$ cat src/rtl/aud_pkg.sv
// Shared types and defaults for the I2S ADC receive path.
package aud_pkg;

    localparam int AUD_DATA_W = 16;

    typedef enum logic [1:0] {
        S_IDLE,
        S_ALIGN,
        S_SHIFT,
        S_HOLD
    } state_e;

    typedef enum logic {
        CH_LEFT,
        CH_RIGHT
    } chan_e;

endpackage

$ cat src/rtl/aud_sync.sv
// Multi-flop synchronizer for one codec input, with a single-cycle rise pulse.
module aud_sync #(
    parameter int SYNC_STAGES = 2
) (
    input  logic i_clk,
    input  logic i_rst_n,
    input  logic i_d,
    output logic o_q,
    output logic o_rise
);
    logic [SYNC_STAGES-1:0] sync_q;
    logic [SYNC_STAGES-1:0] sync_d;
    logic                   prev_q;
    logic                   prev_d;

    always_comb begin
        sync_d = (sync_q << 1) | SYNC_STAGES'(i_d);
        prev_d = sync_q[SYNC_STAGES-1];
    end

    always_ff @(posedge i_clk or negedge i_rst_n) begin
        if (!i_rst_n) begin
            sync_q <= '0;
            prev_q <= 1'b0;
        end else begin
            sync_q <= sync_d;
            prev_q <= prev_d;
        end
    end

    assign o_q    = sync_q[SYNC_STAGES-1];
    assign o_rise = sync_q[SYNC_STAGES-1] & ~prev_q;
endmodule

$ cat src/rtl/i2s_adc_receiver.sv
// I2S slave receiver: deserializes codec ADC data (codec is bit-clock master)
// and publishes complete left/right pairs through a valid/ready hand-off.
module i2s_adc_receiver
    import aud_pkg::*;
#(
    parameter int DATA_W      = AUD_DATA_W,
    parameter int SYNC_STAGES = 2
) (
    input  logic              i_clk,
    input  logic              i_rst_n,
    input  logic              i_enable,
    input  logic              i_aud_bclk,
    input  logic              i_aud_adclrck,
    input  logic              i_aud_adcdat,
    output logic [DATA_W-1:0] o_left,
    output logic [DATA_W-1:0] o_right,
    output logic              o_valid,
    input  logic              i_ready,
    output logic              o_overrun
);
    localparam int CNT_W = (DATA_W > 1) ? $clog2(DATA_W) : 1;
    localparam logic [CNT_W-1:0] CNT_LAST = CNT_W'(DATA_W - 1);

    logic bclk_rise;
    logic lrc_s;
    logic dat_s;
    logic unused_bclk_lvl;
    logic unused_lrc_rise;
    logic unused_dat_rise;

    aud_sync #(.SYNC_STAGES(SYNC_STAGES)) u_sync_bclk (
        .i_clk   (i_clk),
        .i_rst_n (i_rst_n),
        .i_d     (i_aud_bclk),
        .o_q     (unused_bclk_lvl),
        .o_rise  (bclk_rise)
    );

    aud_sync #(.SYNC_STAGES(SYNC_STAGES)) u_sync_lrc (
        .i_clk   (i_clk),
        .i_rst_n (i_rst_n),
        .i_d     (i_aud_adclrck),
        .o_q     (lrc_s),
        .o_rise  (unused_lrc_rise)
    );

    aud_sync #(.SYNC_STAGES(SYNC_STAGES)) u_sync_dat (
        .i_clk   (i_clk),
        .i_rst_n (i_rst_n),
        .i_d     (i_aud_adcdat),
        .o_q     (dat_s),
        .o_rise  (unused_dat_rise)
    );

    state_e            state_q, state_d;
    chan_e             ch_q, ch_d;
    logic [CNT_W-1:0]  bit_cnt_q, bit_cnt_d;
    logic [DATA_W-1:0] shift_q, shift_d;
    logic [DATA_W-1:0] left_shadow_q, left_shadow_d;
    logic              left_vld_q, left_vld_d;
    logic              prev_lrc_q, prev_lrc_d;
    logic [DATA_W-1:0] left_q, left_d;
    logic [DATA_W-1:0] right_q, right_d;
    logic              valid_q, valid_d;
    logic              overrun_q, overrun_d;

    logic [DATA_W-1:0] word_nxt;
    logic              ch_start;
    logic              handshake;
    logic              publish;

    // Every rise shifts the serial bit in; the word is only kept where the FSM says so.
    assign word_nxt  = {shift_q[DATA_W-2:0], dat_s};
    assign ch_start  = bclk_rise & (lrc_s != prev_lrc_q);
    assign handshake = valid_q & i_ready;

    always_comb begin
        state_d       = state_q;
        ch_d          = ch_q;
        bit_cnt_d     = bit_cnt_q;
        shift_d       = shift_q;
        left_shadow_d = left_shadow_q;
        left_vld_d    = left_vld_q;
        prev_lrc_d    = prev_lrc_q;
        left_d        = left_q;
        right_d       = right_q;
        valid_d       = valid_q;
        overrun_d     = overrun_q;
        publish       = 1'b0;

        if (bclk_rise) begin
            prev_lrc_d = lrc_s;
        end

        if (!i_enable) begin
            state_d    = S_IDLE;
            bit_cnt_d  = '0;
            left_vld_d = 1'b0;
            valid_d    = 1'b0;
            overrun_d  = 1'b0;
        end else begin
            if (handshake) begin
                valid_d = 1'b0;
            end

            unique case (state_q)
                S_IDLE: begin
                    state_d = S_ALIGN;
                end

                S_ALIGN: begin
                    if (ch_start && !lrc_s) begin
                        state_d   = S_SHIFT;
                        ch_d      = CH_LEFT;
                        bit_cnt_d = '0;
                    end
                end

                S_SHIFT: begin
                    if (ch_start) begin
                        // Short word: drop it; a truncated left leaves no pair to complete.
                        bit_cnt_d = '0;
                        if (lrc_s) begin
                            left_vld_d = 1'b0;
                            state_d    = S_ALIGN;
                        end else begin
                            ch_d = CH_LEFT;
                        end
                    end else if (bclk_rise) begin
                        shift_d = word_nxt;
                        if (bit_cnt_q == CNT_LAST) begin
                            bit_cnt_d = '0;
                            state_d   = S_HOLD;
                            if (ch_q == CH_LEFT) begin
                                left_shadow_d = word_nxt;
                                left_vld_d    = 1'b1;
                            end else begin
                                publish    = left_vld_q;
                                left_vld_d = 1'b0;
                            end
                        end else begin
                            bit_cnt_d = bit_cnt_q + CNT_W'(1);
                        end
                    end
                end

                S_HOLD: begin
                    if (ch_start) begin
                        state_d   = S_SHIFT;
                        ch_d      = lrc_s ? CH_RIGHT : CH_LEFT;
                        bit_cnt_d = '0;
                    end
                end
            endcase

            if (publish) begin
                if (!valid_q || handshake) begin
                    left_d  = left_shadow_q;
                    right_d = word_nxt;
                    valid_d = 1'b1;
                end else begin
                    overrun_d = 1'b1;
                end
            end
        end
    end

    always_ff @(posedge i_clk or negedge i_rst_n) begin
        if (!i_rst_n) begin
            state_q       <= S_IDLE;
            ch_q          <= CH_LEFT;
            bit_cnt_q     <= '0;
            shift_q       <= '0;
            left_shadow_q <= '0;
            left_vld_q    <= 1'b0;
            prev_lrc_q    <= 1'b0;
            left_q        <= '0;
            right_q       <= '0;
            valid_q       <= 1'b0;
            overrun_q     <= 1'b0;
        end else begin
            state_q       <= state_d;
            ch_q          <= ch_d;
            bit_cnt_q     <= bit_cnt_d;
            shift_q       <= shift_d;
            left_shadow_q <= left_shadow_d;
            left_vld_q    <= left_vld_d;
            prev_lrc_q    <= prev_lrc_d;
            left_q        <= left_d;
            right_q       <= right_d;
            valid_q       <= valid_d;
            overrun_q     <= overrun_d;
        end
    end

    assign o_left    = left_q;
    assign o_right   = right_q;
    assign o_valid   = valid_q;
    assign o_overrun = overrun_q;
endmodule
$ cat config.mk
export PLATFORM = sky130hd
export DESIGN_NAME = i2s_adc_receiver
export DESIGN_NICKNAME = d
export VERILOG_FILES = /design/src/rtl/aud_pkg.sv /design/src/rtl/aud_sync.sv /design/src/rtl/i2s_adc_receiver.sv
export SDC_FILE = /design/constraint.sdc
export NUM_CORES = 1
export LEC_CHECK = 0
export CELL_PAD_IN_SITES_DETAIL_PLACEMENT = 1
export CELL_PAD_IN_SITES_GLOBAL_PLACEMENT = 1
export CORE_ASPECT_RATIO = 1.25
export CORE_MARGIN = 1
export CORE_UTILIZATION = 42
export CTS_CLUSTER_DIAMETER = 50
export CTS_CLUSTER_SIZE = 8
export DETAILED_ROUTE_END_ITERATION = 12
export HOLD_SLACK_MARGIN = 0.08
export PLACE_DENSITY_LB_ADDON = 0.1
export SLEW_MARGIN = 20
export SYNTH_ARGS = -nofsm -noshare
export SYNTH_HDL_FRONTEND = slang
export SYNTH_SLANG_ARGS = --single-unit
$ cat constraint.sdc
create_clock -name i_clk -period 2.1 [get_ports i_clk]
set_clock_uncertainty 0.15 [all_clocks]
set_input_delay 0.63 -clock i_clk [delete_from_list [all_inputs] [get_ports i_clk]]
set_output_delay 0.63 -clock i_clk [all_outputs]
set_load 0.05 [all_outputs]
==> metrics, run 1 <==
result of the run=completed; sort of element at the start of the critical path=primary input; DRC violation count after routing=0; Area growth, synth to finish=23.1%; total routing usage reported by global routing=16.2%; number of rows in the core area=36; total congestion overflow=0; Clk pin slew, worst setup/hold paths=around 80 ps; Max Root-Sink Buffers=2; Top-Level Pins=41; H-tree lvl count=3; Post-DP HPWL=4230 um; clock sinks=81; final net count=between 200 and 300; longest individual stage delay on the worst path=520 ps; type of the most critical hold path=primary input to asynchronous set/reset pin; Least-Margin Pin Slew=433 ps; clock tree from TritonCTS=built; final critical path time including I/O delays and setup=2020 ps; number of setup violations in the final report=0; global-route wire length before repair=10800 um; count of TritonRoute iterations in the first routing pass=4; total count of max-transition violations in the final report=0; post-DR wirelength/cell=16.5 um; number of synthesized register bits=81; Post-Route Utilization=54.1%; async set-reset flop share out of synthesis=100%; starting density of the core=a little over two fifths; synthesized area=3480 um2; clock latency reported for the late side of the worst-skew pair=350 ps; cells after synthesis=224; Worst R2R Start=u_sync_lrc.sync_q[1]$_DFF_PN0_; root buf cell=sky130_fd_sc_hd__clkbuf_8; ordered cell list for the critical path=clkdlybuf4s50_1 > buf_4 > and4_2 > buf_12 > mux2_2; Vias per Instance=5.09; predominant post-synthesis flop cell=sky130_fd_sc_hd__dfrtp_1; share of the synthesized area in the top cell type=58.2%; Die Footprint=8660 um2; final weighted congestion in routability-driven placement=0.774; cell taking the most area after synthesis=sky130_fd_sc_hd__dfrtp_1; antenna-violating nets left=0; worst setup path class=primary input to flip-flop; average cell area after synthesis=15.6 um2; # port buffers=40; number of enable flip-flop cells after synthesis=0; register area share after synthesis=58.2%; multi-input logic area=1390 um2; number of cell instances on the worst register-to-register path=6; leakage power figure=2.22 nW; number of antenna violations at the first check in global routing=0; final hold slack=139 ps; final worst-path cycle share=96.1%; Largest delay share family, worst path=buffers and inverters; Post-CTS Hold Fix Bufs=0; largest vdd supply drop=0.481 mV; leading post-synthesis cells by cell area=sky130_fd_sc_hd__dfrtp_1, sky130_fd_sc_hd__mux2_4, sky130_fd_sc_hd__mux2_2; worst-path cell with the longest stage delay=sky130_fd_sc_hd__clkdlybuf4s50_1; largest driver fanout on the critical path=13; Critical Path Stages=5; total count of hold-check failures in the final report=0; library cells used by synthesis=47; via count of the first global-routing pass=2064; total power after layout=0.00334 W; maximum frequency from static timing analysis=496 MHz; antenna diode count=0; warning count from the yosys run=0; data arrival at the endpoint of the critical path=around 2100 ps; die span in x=83.5 um; area of the placeable core=7930 um2; total detailed-routing wirelength=roughly 6300 um; proportion of layout cells with a drive suffix above 1=about half; PwrDens=780 nW/um2; RSZ-0062 raised after global routing=no; critical register-to-register path endpoint=bit_cnt_q[0]$_DFFE_PN0P_; Layout fillers=787; flip-flop and latch area=between 2000 and 2500 um2; detailed router's first-iteration violation count=79; net count of the mapped netlist=236; total number of vias=just under 2000; largest net degree at the start of global routing=82; Max transition margin=71.1%; type of element capturing the critical path=flip-flop; DIE HEIGHT=104 um; total of max-cap violations=0; worst reg2reg setup slack=90 ps; data required time at the worst endpoint=2190 ps; Buffers & Inverters on Critical Path=3; final sum of negative setup slack=0 ps; number of buffers added by the clock tree synthesis step=9
[how the worst max path moves through the flow]
stage	from	to	slack, ps
after global routing	state_q[0]$_DFFE_PN0P_	bit_cnt_q[2]$_DFFE_PN0P_	0.3
final	i_enable	shift_q[9]$_DFFE_PN0P_	80
after detailed placement	i_enable	o_right[8]$_DFFE_PN0P_	-340
after CTS	prev_lrc_q$_DFFE_PN0P_	bit_cnt_q[0]$_DFFE_PN0P_	50
after floorplan	u_sync_lrc.sync_q[1]$_DFF_PN0_	left_shadow_q[15]$_DFFE_PN0P_	80
after global placement	i_enable	o_right[10]$_DFFE_PN0P_	-310
[cells in the final DEF (no fill, tap or decap), types with 2 or more instances in the layout]
cell type | netlist | layout
sky130_fd_sc_hd__nor2_1 | 4 | 4
sky130_fd_sc_hd__ha_1 | 5 | 2
sky130_fd_sc_hd__buf_4 | 1 | 46
sky130_fd_sc_hd__a21o_1 | 2 | 2
sky130_fd_sc_hd__a21oi_1 | 3 | 2
sky130_fd_sc_hd__dfrtp_2 | 0 | 3
sky130_fd_sc_hd__ha_2 | 0 | 2
sky130_fd_sc_hd__a21boi_1 | 3 | 3
sky130_fd_sc_hd__nor3_4 | 2 | 2
sky130_fd_sc_hd__buf_12 | 0 | 5
sky130_fd_sc_hd__clkdlybuf4s50_1 | 0 | 5
sky130_fd_sc_hd__o21ai_0 | 6 | 6
sky130_fd_sc_hd__nand2b_1 | 3 | 2
sky130_fd_sc_hd__mux2_1 | 8 | 8
sky130_fd_sc_hd__nand2_1 | 7 | 7
sky130_fd_sc_hd__bufinv_16 | 0 | 3
sky130_fd_sc_hd__mux2_2 | 25 | 25
sky130_fd_sc_hd__inv_1 | 6 | 6
sky130_fd_sc_hd__clkbuf_8 | 0 | 10
sky130_fd_sc_hd__dfrtp_1 | 81 | 78
sky130_fd_sc_hd__mux2_4 | 30 | 30
sky130_fd_sc_hd__a22o_1 | 3 | 3
[layout make-up]
| type | instances | share of cell area (%) |
|---|---|---|
| repair buffers | 56 | 11.6 |
| flip-flops and latches | 81 | 47.4 |
| multi-input cells | 128 | 32.4 |
| clock inverters | 3 | 2.10 |
| clock buffers | 11 | 3.30 |
| well taps | 95 | 2.77 |
| inverters | 6 | 0.525 |
[what timing repair did]
item                       in CTS  in global routing
setup endpoints to repair      15                 35
resized for setup               3                  6
pin swaps                       1                  2
setup buffers                   2                  0
[cells in the mapped netlist, types with 2 or more instances]
| cell | number |
|---|---|
| sky130_fd_sc_hd__dfrtp_1 | 81 |
| sky130_fd_sc_hd__buf_2 | 2 |
| sky130_fd_sc_hd__nand2b_1 | 3 |
| sky130_fd_sc_hd__nor2_1 | 4 |
| sky130_fd_sc_hd__a22o_1 | 3 |
| sky130_fd_sc_hd__nand2_1 | 7 |
| sky130_fd_sc_hd__ha_1 | 5 |
| sky130_fd_sc_hd__nor3_4 | 2 |
| sky130_fd_sc_hd__o21ai_0 | 6 |
| sky130_fd_sc_hd__mux2_4 | 30 |
| sky130_fd_sc_hd__inv_1 | 6 |
| sky130_fd_sc_hd__a21boi_1 | 3 |
| sky130_fd_sc_hd__mux2_1 | 8 |
| sky130_fd_sc_hd__mux2_2 | 25 |
| sky130_fd_sc_hd__a21o_1 | 2 |
| sky130_fd_sc_hd__a21oi_1 | 3 |
| sky130_fd_sc_hd__buf_6 | 4 |
[worst reg2reg max path, cell delays in order, from the launching register on]
cell	delay (ps)
sky130_fd_sc_hd__dfrtp_2	460
sky130_fd_sc_hd__xnor2_4	190
sky130_fd_sc_hd__buf_4	150
sky130_fd_sc_hd__nor3b_2	180
sky130_fd_sc_hd__o22ai_2	140
sky130_fd_sc_hd__or4b_1	520
sky130_fd_sc_hd__a21boi_1	150
[state kept, by name, indices dropped and copies added (netlist names)]
name and flops:
u_sync_bclk.prev_q 1, u_sync_dat.sync_q 2, shift_q 15, bit_cnt_q 4
o_valid 1, left_shadow_q 16, u_sync_bclk.sync_q 2, o_right 16
u_sync_lrc.sync_q 2, prev_lrc_q 1, ch_q 1, o_left 16
o_overrun 1, left_vld_q 1, state_q 2
[stage by stage]
stage	area, um2	instances	setup WS, ps
4_1_cts	4270	380	50.2
6_report	4290	380	82.6
2_1_floorplan	3480	224	75.4
3_5_place_dp	4010	364	-339
5_1_grt	4290	380	0.270
3_3_place_gp	4010	364	-310
[layer usage]
metal | vias up | wire length (um) | part of all wire, % | global-route usage [%]
li1 | 910 | - | - | -
met5 | - | 0 | 0 | 0
met4 | 0 | 124 | 2.0 | 6.90
met3 | 13 | 213 | 3.4 | 4.86
met2 | 30 | 3190 | 51 | 26.5
met1 | 980 | 2730 | 44 | 19.9
[power by group]
part | leakage (nW) | switching (W) | internal [W]
clock | 0.115 | 0.000530 | 0.000810
sequential | 1.11 | 0.0000344 | 0.00159
combinational | 0.991 | 0.000207 | 0.000173
total | 2.22 | 0.000772 | 0.00257
[kinds of logic (layout without fill, tap and decap cells)]
family	Yosys count	after routing	synth area share [%]
mux	64	64	23.9
fa+ha+maj	6	6	2.08
compound gates	27	27	5.68
buf+inv	15	76	2.80
flops	81	81	58.2
simple gates	30	30	6.57
xor+xnor	1	1	0.790
No activity file was read; power rests on OpenSTA's default activity.
==> run 2, diff against run 1 <==
--- a/config.mk
+++ b/config.mk
@@ -8,8 +8,7 @@
 export CELL_PAD_IN_SITES_DETAIL_PLACEMENT = 1
 export CELL_PAD_IN_SITES_GLOBAL_PLACEMENT = 1
 export CORE_ASPECT_RATIO = 1.25
-export CORE_MARGIN = 1
-export CORE_UTILIZATION = 42
+export CORE_UTILIZATION = 41
 export CTS_CLUSTER_DIAMETER = 50
 export CTS_CLUSTER_SIZE = 8
 export DETAILED_ROUTE_END_ITERATION = 12
@@ -18,4 +17,5 @@
 export SLEW_MARGIN = 20
 export SYNTH_ARGS = -nofsm -noshare
 export SYNTH_HDL_FRONTEND = slang
+export SYNTH_HIERARCHICAL = 1
 export SYNTH_SLANG_ARGS = --single-unit
==> metrics, run 2 <==
count of TritonRoute iterations in the first routing pass=3 (-1); Max Root-Sink Buffers=2 (unchanged); # port buffers=40 (unchanged); Buffers & Inverters on Critical Path=2 (-1); total detailed-routing wirelength=6100 um (-2.4%); largest net degree at the start of global routing=38 (-54%); Clk pin slew, worst setup/hold paths=80 ps (about the same); clock tree from TritonCTS=built; proportion of layout cells with a drive suffix above 1=49.7% (+0.18 points); RSZ-0062 raised after global routing=yes; net count of the mapped netlist=235 (-0.42%); Setup Buffers After CTS=0 (-2); number of rows in the core area=36 (unchanged); Post-Layout Inst Area=4120 um2 (-4.0%); cells after synthesis=223 (-0.45%); global-route wire length before repair=10400 um (-3.1%); H-tree lvl count=3 (unchanged); antenna-violating nets left=0 (unchanged); top library cells by usage in the layout, fill and taps aside=sky130_fd_sc_hd__dfrtp_1, sky130_fd_sc_hd__mux2_2, sky130_fd_sc_hd__buf_4; leakage power figure=2.13 nW (-3.7%); DP Cell Count=364 (unchanged); area of the placeable core=7840 um2 (-1.1%); worst-path cell with the longest stage delay=sky130_fd_sc_hd__dfrtp_1; Die Footprint=8500 um2 (-1.9%); final weighted congestion in routability-driven placement=0.818 (+5.6%); sequential power share=50.1% (+1.5 points); Max transition margin=71.7% (+0.58 points); largest driver fanout on the critical path=7 (-6); Top-Level Pins=41 (unchanged); final worst-path cycle share=97.0% (+0.93 points); DIE HEIGHT=103 um (-0.94%); Least-Margin Pin Slew=423 ps (-9.96 ps); data required time at the worst endpoint=2180 ps (about the same); crit path setup slack, layout=63.2 ps (-19.5 ps); final net count=293 (-0.34%); total count of max-transition violations in the final report=0 (unchanged); type of element capturing the critical path=flip-flop; part of the power in combinational logic=10.6% (-0.8 points); synthesized area=3340 um2 (-4.2%); total routing usage reported by global routing=16.9% (+0.75 points); Vias per Instance=5.02 (-1.2%); post-placement setup slack=-266 ps (+73.4 ps); worst setup path class=flip-flop to flip-flop; die span in x=82.7 um (-0.93%); post-route insts no fill=381 (+0.26%); largest vdd supply drop=0.443 mV (-7.8%); Clk pwr share=39.3% (-0.8 points); post-DR wirelength/cell=16.0 um (-2.6%); result of the run=completed; Post-DP HPWL=4200 um (-0.63%); starting density of the core=42.6% (-1.4 points); type of the most critical hold path=flip-flop to flip-flop; longest individual stage delay on the worst path=410 ps (-110 ps); Area growth, synth to finish=23.4%; number of buffers added by the clock tree synthesis step=9 (unchanged); multi-input logic area=1250 um2 (-9.6%); internal power component=0.00244 W (-5.1%); maximum frequency from static timing analysis=491 MHz (-0.96%); detailed router's first-iteration violation count=46 (-42%); flip-flop and latch area=2030 um2 (-0.12%); clock latency reported for the late side of the worst-skew pair=350 ps (about the same); number of antenna violations at the first check in global routing=0 (unchanged); final critical path time including I/O delays and setup=2040 ps (+19.5 ps); total number of vias=1914 (-0.98%); total cell area at the placement stage=3850 um2 (-3.9%); PwrDens=788 nW/um2 (+1.1%); NetSw=0.000806 W (+4.5%); root buf cell=sky130_fd_sc_hd__clkbuf_8; data arrival at the endpoint of the critical path=2120 ps (about the same); ordered cell list for the critical path=inv_2 > ha_4 > and2_4 > nand3_4 > or3_1 > buf_4 > mux2_4; via count of the first global-routing pass=2051 (-0.63%); total of max-cap violations=0 (unchanged); Layout fillers=802 (+1.9%); warning count from the yosys run=6 (+6); number of setup violations in the final report=0 (unchanged); proportion of total power due to net switching=24.8% (+1.8 points); clock sinks=81 (unchanged); antenna diode count=0 (unchanged); sort of element at the start of the critical path=flip-flop; Largest delay share family, worst path=simple AND/OR/NAND/NOR gates; total count of hold-check failures in the final report=0 (unchanged); total congestion overflow=0 (unchanged); DRC violation count after routing=0 (unchanged); average cell area after synthesis=15.0 um2 (-3.8%); most common cell after layout, fill and taps aside=sky130_fd_sc_hd__dfrtp_1
run 2: area by class of cell:
class                           instances  share of cell area (%)
Tap cell                               95                    2.89
Clock inverter                          6                    2.19
Sequential cell                        81                    49.3
Multi-Input combinational cell        127                    30.5
Timing Repair Buffer                   57                    11.4
Clock buffer                           10                    3.34
Inverter                                5                   0.456
run 2: layer usage:
| layer | wire length [um] | up-vias | global-route usage (%) |
|---|---|---|---|
| met5 | 0 | - | 0 |
| li1 | - | 897 | - |
| met4 | 104 | 0 | 6.76 |
| met3 | 188 | 8 | 4.51 |
| met2 | 3060 | 34 | 27.5 |
| met1 | 2750 | 975 | 21.4 |
run 2: worst paths after layout:
| path | startpoint | end | slack, ps | depth (start not counted) |
|---|---|---|---|---|
| max in group asynchronous | i_rst_n | o_right[5]$_DFFE_PN0P_ | 630 | 3 |
| min in group asynchronous | i_rst_n | o_left[12]$_DFFE_PN0P_ | 600 | 2 |
| worst max register to register | state_q[0]$_DFFE_PN0P_ | left_shadow_q[1]$_DFFE_PN0P_ | 60 | 7 |
| worst min-delay path | u_sync_dat/sync_q[0]$_DFF_PN0_ | u_sync_dat/sync_q[1]$_DFF_PN0_ | 210 | 0 |
| worst min register to register | u_sync_dat/sync_q[0]$_DFF_PN0_ | u_sync_dat/sync_q[1]$_DFF_PN0_ | 210 | 0 |
| worst max-delay path | state_q[0]$_DFFE_PN0P_ | left_shadow_q[1]$_DFFE_PN0P_ | 60 | 7 |
run 2: through the flow:
stage / power, W / setup TNS [ps] / util (%) / hold WS, ps
floorplan: 0.00187 / 0 / - / 181
global placement: 0.00197 / -11620 / 49.2 / 182
detailed placement: 0.00198 / -12490 / 49.2 / 198
CTS: 0.00328 / 0 / 52.2 / 217
global route: 0.00340 / -86.0 / 52.5 / 220
finish: 0.00324 / 0 / 52.5 / 210
run 2: what timing repair did:
item                                   4_1_cts  5_1_grt
endpoints found under the hold margin       28        0
gates resized for setup                      0        6
hold buffers                                 1        0
setup endpoints to repair                    0       36
run 2: power groups by stage:
stage	sequential [W]	combinational (W)	clock (W)
after floorplan	0.00164	0.000224	0
after global placement	0.00165	0.000319	0
after detailed placement	0.00166	0.000328	0
after CTS	0.00163	0.000329	0.00132
after global routing	0.00163	0.000381	0.00139
final	0.00162	0.000344	0.00128
==> run 3, diff against run 2 <==
--- a/config.mk
+++ b/config.mk
@@ -5,15 +5,18 @@
 export SDC_FILE = /design/constraint.sdc
 export NUM_CORES = 1
 export LEC_CHECK = 0
+export ABC_AREA = 1
 export CELL_PAD_IN_SITES_DETAIL_PLACEMENT = 1
 export CELL_PAD_IN_SITES_GLOBAL_PLACEMENT = 1
 export CORE_ASPECT_RATIO = 1.25
-export CORE_UTILIZATION = 41
+export CORE_UTILIZATION = 39
 export CTS_CLUSTER_DIAMETER = 50
 export CTS_CLUSTER_SIZE = 8
 export DETAILED_ROUTE_END_ITERATION = 12
 export HOLD_SLACK_MARGIN = 0.08
 export PLACE_DENSITY_LB_ADDON = 0.1
+export RECOVER_POWER = 100
+export SKIP_CTS_REPAIR_TIMING = 1
 export SLEW_MARGIN = 20
 export SYNTH_ARGS = -nofsm -noshare
 export SYNTH_HDL_FRONTEND = slang
==> metrics, run 3 <==
# port buffers=40 (unchanged); worst reg2reg setup slack=240 ps (+180 ps); total power after layout=0.00296 W (-8.8%); total count of hold-check failures in the final report=0 (unchanged); number of antenna violations at the first check in global routing=0 (unchanged); root buf cell=sky130_fd_sc_hd__clkbuf_8; total of max-cap violations=0 (unchanged); count of TritonRoute iterations in the first routing pass=6 (+3); post-placement setup slack=-153 ps (+113 ps); Max Root-Sink Buffers=2 (unchanged); Buffers & Inverters on Critical Path=3 (+1); worst-path cell with the longest stage delay=sky130_fd_sc_hd__clkdlybuf4s50_1; Vias per Instance=4.59 (-8.5%); total routing usage reported by global routing=17.8% (+0.81 points); largest net degree at the start of global routing=33 (-13%); post-DR wirelength/cell=13.4 um (-16%); largest vdd supply drop=0.409 mV (-7.7%); DIE HEIGHT=107 um (+4.4%); PwrDens=752 nW/um2 (-4.6%); top library cells by usage in the layout, fill and taps aside=sky130_fd_sc_hd__nand2_1, sky130_fd_sc_hd__dfrtp_1, sky130_fd_sc_hd__o21ai_0; clock sinks=81 (unchanged); antenna diode count=0 (unchanged); routed length on met3=180 um (-4.3%); cells after synthesis=353 (+58%); final worst-path cycle share=89.6% (-7.4 points); net count of the mapped netlist=365 (+55%); data arrival at the endpoint of the critical path=1940 ps (-180 ps); antenna-violating nets left=0 (unchanged); largest driver fanout on the critical path=22 (+15); Clk pin slew, worst setup/hold paths=70 ps (about the same); Layout fillers=1034 (+29%); worst setup path class=primary input to flip-flop; Area growth, synth to finish=13.7%; Top-Level Pins=41 (unchanged); ordered cell list for the critical path=clkdlybuf4s50_1 > inv_1 > nor3_4 > nand3_4 > buf_6 > nand2_1 > o21ai_0; detailed router's first-iteration violation count=98 (+110%); average cell area after synthesis=9.81 um2 (-34%); final net count=417 (+42%); most common cell after layout, fill and taps aside=sky130_fd_sc_hd__nand2_1; Least-Margin Pin Slew=817 ps (+394 ps); number of rows in the core area=38 (+5.6%); number of setup violations in the final report=0 (unchanged); total detailed-routing wirelength=7090 um (+16%); clock tree from TritonCTS=built; final weighted congestion in routability-driven placement=0.781 (-4.5%); Post-DP HPWL=5110 um (+22%); leakage power figure=1.84 nW (-14%); proportion of layout cells with a drive suffix above 1=18.5% (-31 points); crit path setup slack, layout=219 ps (+156 ps); longest individual stage delay on the worst path=480 ps (+70 ps); total congestion overflow=0 (unchanged); area of the placeable core=8650 um2 (+10%); DR top layer=met4; synthesized area=3460 um2 (+3.8%); maximum frequency from static timing analysis=532 MHz (+8.3%); clock latency reported for the late side of the worst-skew pair=340 ps (about the same); Die Footprint=9260 um2 (+8.9%); via count of the first global-routing pass=2605 (+27%); total number of vias=2435 (+27%); RSZ-0062 raised after global routing=no; sort of element at the start of the critical path=primary input; data required time at the worst endpoint=2160 ps (-20 ps); warning count from the yosys run=6 (unchanged); result of the run=completed; total count of max-transition violations in the final report=0 (unchanged); final hold slack=205 ps (-4.88 ps); final critical path time including I/O delays and setup=1880 ps (-156 ps); starting density of the core=40.0% (-2.5 points); Largest delay share family, worst path=buffers and inverters; DRC violation count after routing=0 (unchanged); type of element capturing the critical path=flip-flop; wire length the detailed router placed on met1=3240 um (+18%); die span in x=86.3 um (+4.4%); number of buffers added by the clock tree synthesis step=9 (unchanged); routed length on met2=3570 um (+17%); type of the most critical hold path=flip-flop to flip-flop; global-route wire length before repair=12600 um (+21%); Post-Route Utilization=45.5% (-7.0 points); H-tree lvl count=3 (unchanged); Max transition margin=45.5% (-26 points)
-- run 3: cell types whose count changed in the layout (fill, tap and decap cells not counted), moves of 8 or more --
cell and change:
sky130_fd_sc_hd__buf_4 -44, sky130_fd_sc_hd__clkbuf_2 +37, sky130_fd_sc_hd__nand3_1 +8, sky130_fd_sc_hd__inv_1 +43, sky130_fd_sc_hd__o21ai_0 +60, sky130_fd_sc_hd__mux2_4 -10
sky130_fd_sc_hd__nand2_1 +86, sky130_fd_sc_hd__mux2_2 -54
-- run 3: routing by layer --
layer  global-route usage, %  up-vias
met3                    3.37        7
met1                    22.8     1182
met4                    7.14        0
met5                       0        -
met2                    29.4       31
li1                        -     1215
-- run 3: final timing paths --
path	start	end	depth (start not counted)
hold / removal	u_sync_dat/sync_q[0]$_DFF_PN0_	u_sync_dat/sync_q[1]$_DFF_PN0_	0
hold reg to reg	u_sync_dat/sync_q[0]$_DFF_PN0_	u_sync_dat/sync_q[1]$_DFF_PN0_	0
max in group asynchronous	i_rst_n	left_shadow_q[8]$_DFFE_PN0P_	2
setup reg to reg	u_sync_bclk/prev_q$_DFF_PN0_	left_shadow_q[14]$_DFFE_PN0P_	8
min in group asynchronous	i_rst_n	state_q[0]$_DFFE_PN0P_	1
setup / recovery	i_enable	o_left[13]$_DFFE_PN0P_	7
-- run 3: cell type report --
cell class	count	area [um2]	area share, %
clock buffers	14	163	4.13
clock inverters	2	12.5	0.318
inverters	47	176	4.48
multi-input cells	211	1050	26.6
flip-flops and latches	81	2030	51.5
well taps	120	150	3.81
repair buffers	55	362	9.18
-- run 3: report_power, final --
| group | leakage [nW] | switching (W) | total (W) | internal (W) |
|---|---|---|---|---|
| Clock | 0.0867 | 0.000509 | 0.00100 | 0.000494 |
| Sequential | 1.11 | 0.0000272 | 0.00162 | 0.00160 |
| Combinational | 0.645 | 0.000222 | 0.000334 | 0.000112 |
-- run 3: per-stage QoR --
stage	cells	instance area [um2]	setup TNS (ps)
2_1_floorplan	353	3460	0
3_3_place_gp	514	4020	-5780
3_5_place_dp	514	4020	-6780
4_1_cts	530	4190	0
5_1_grt	530	3940	0
6_report	530	3940	0
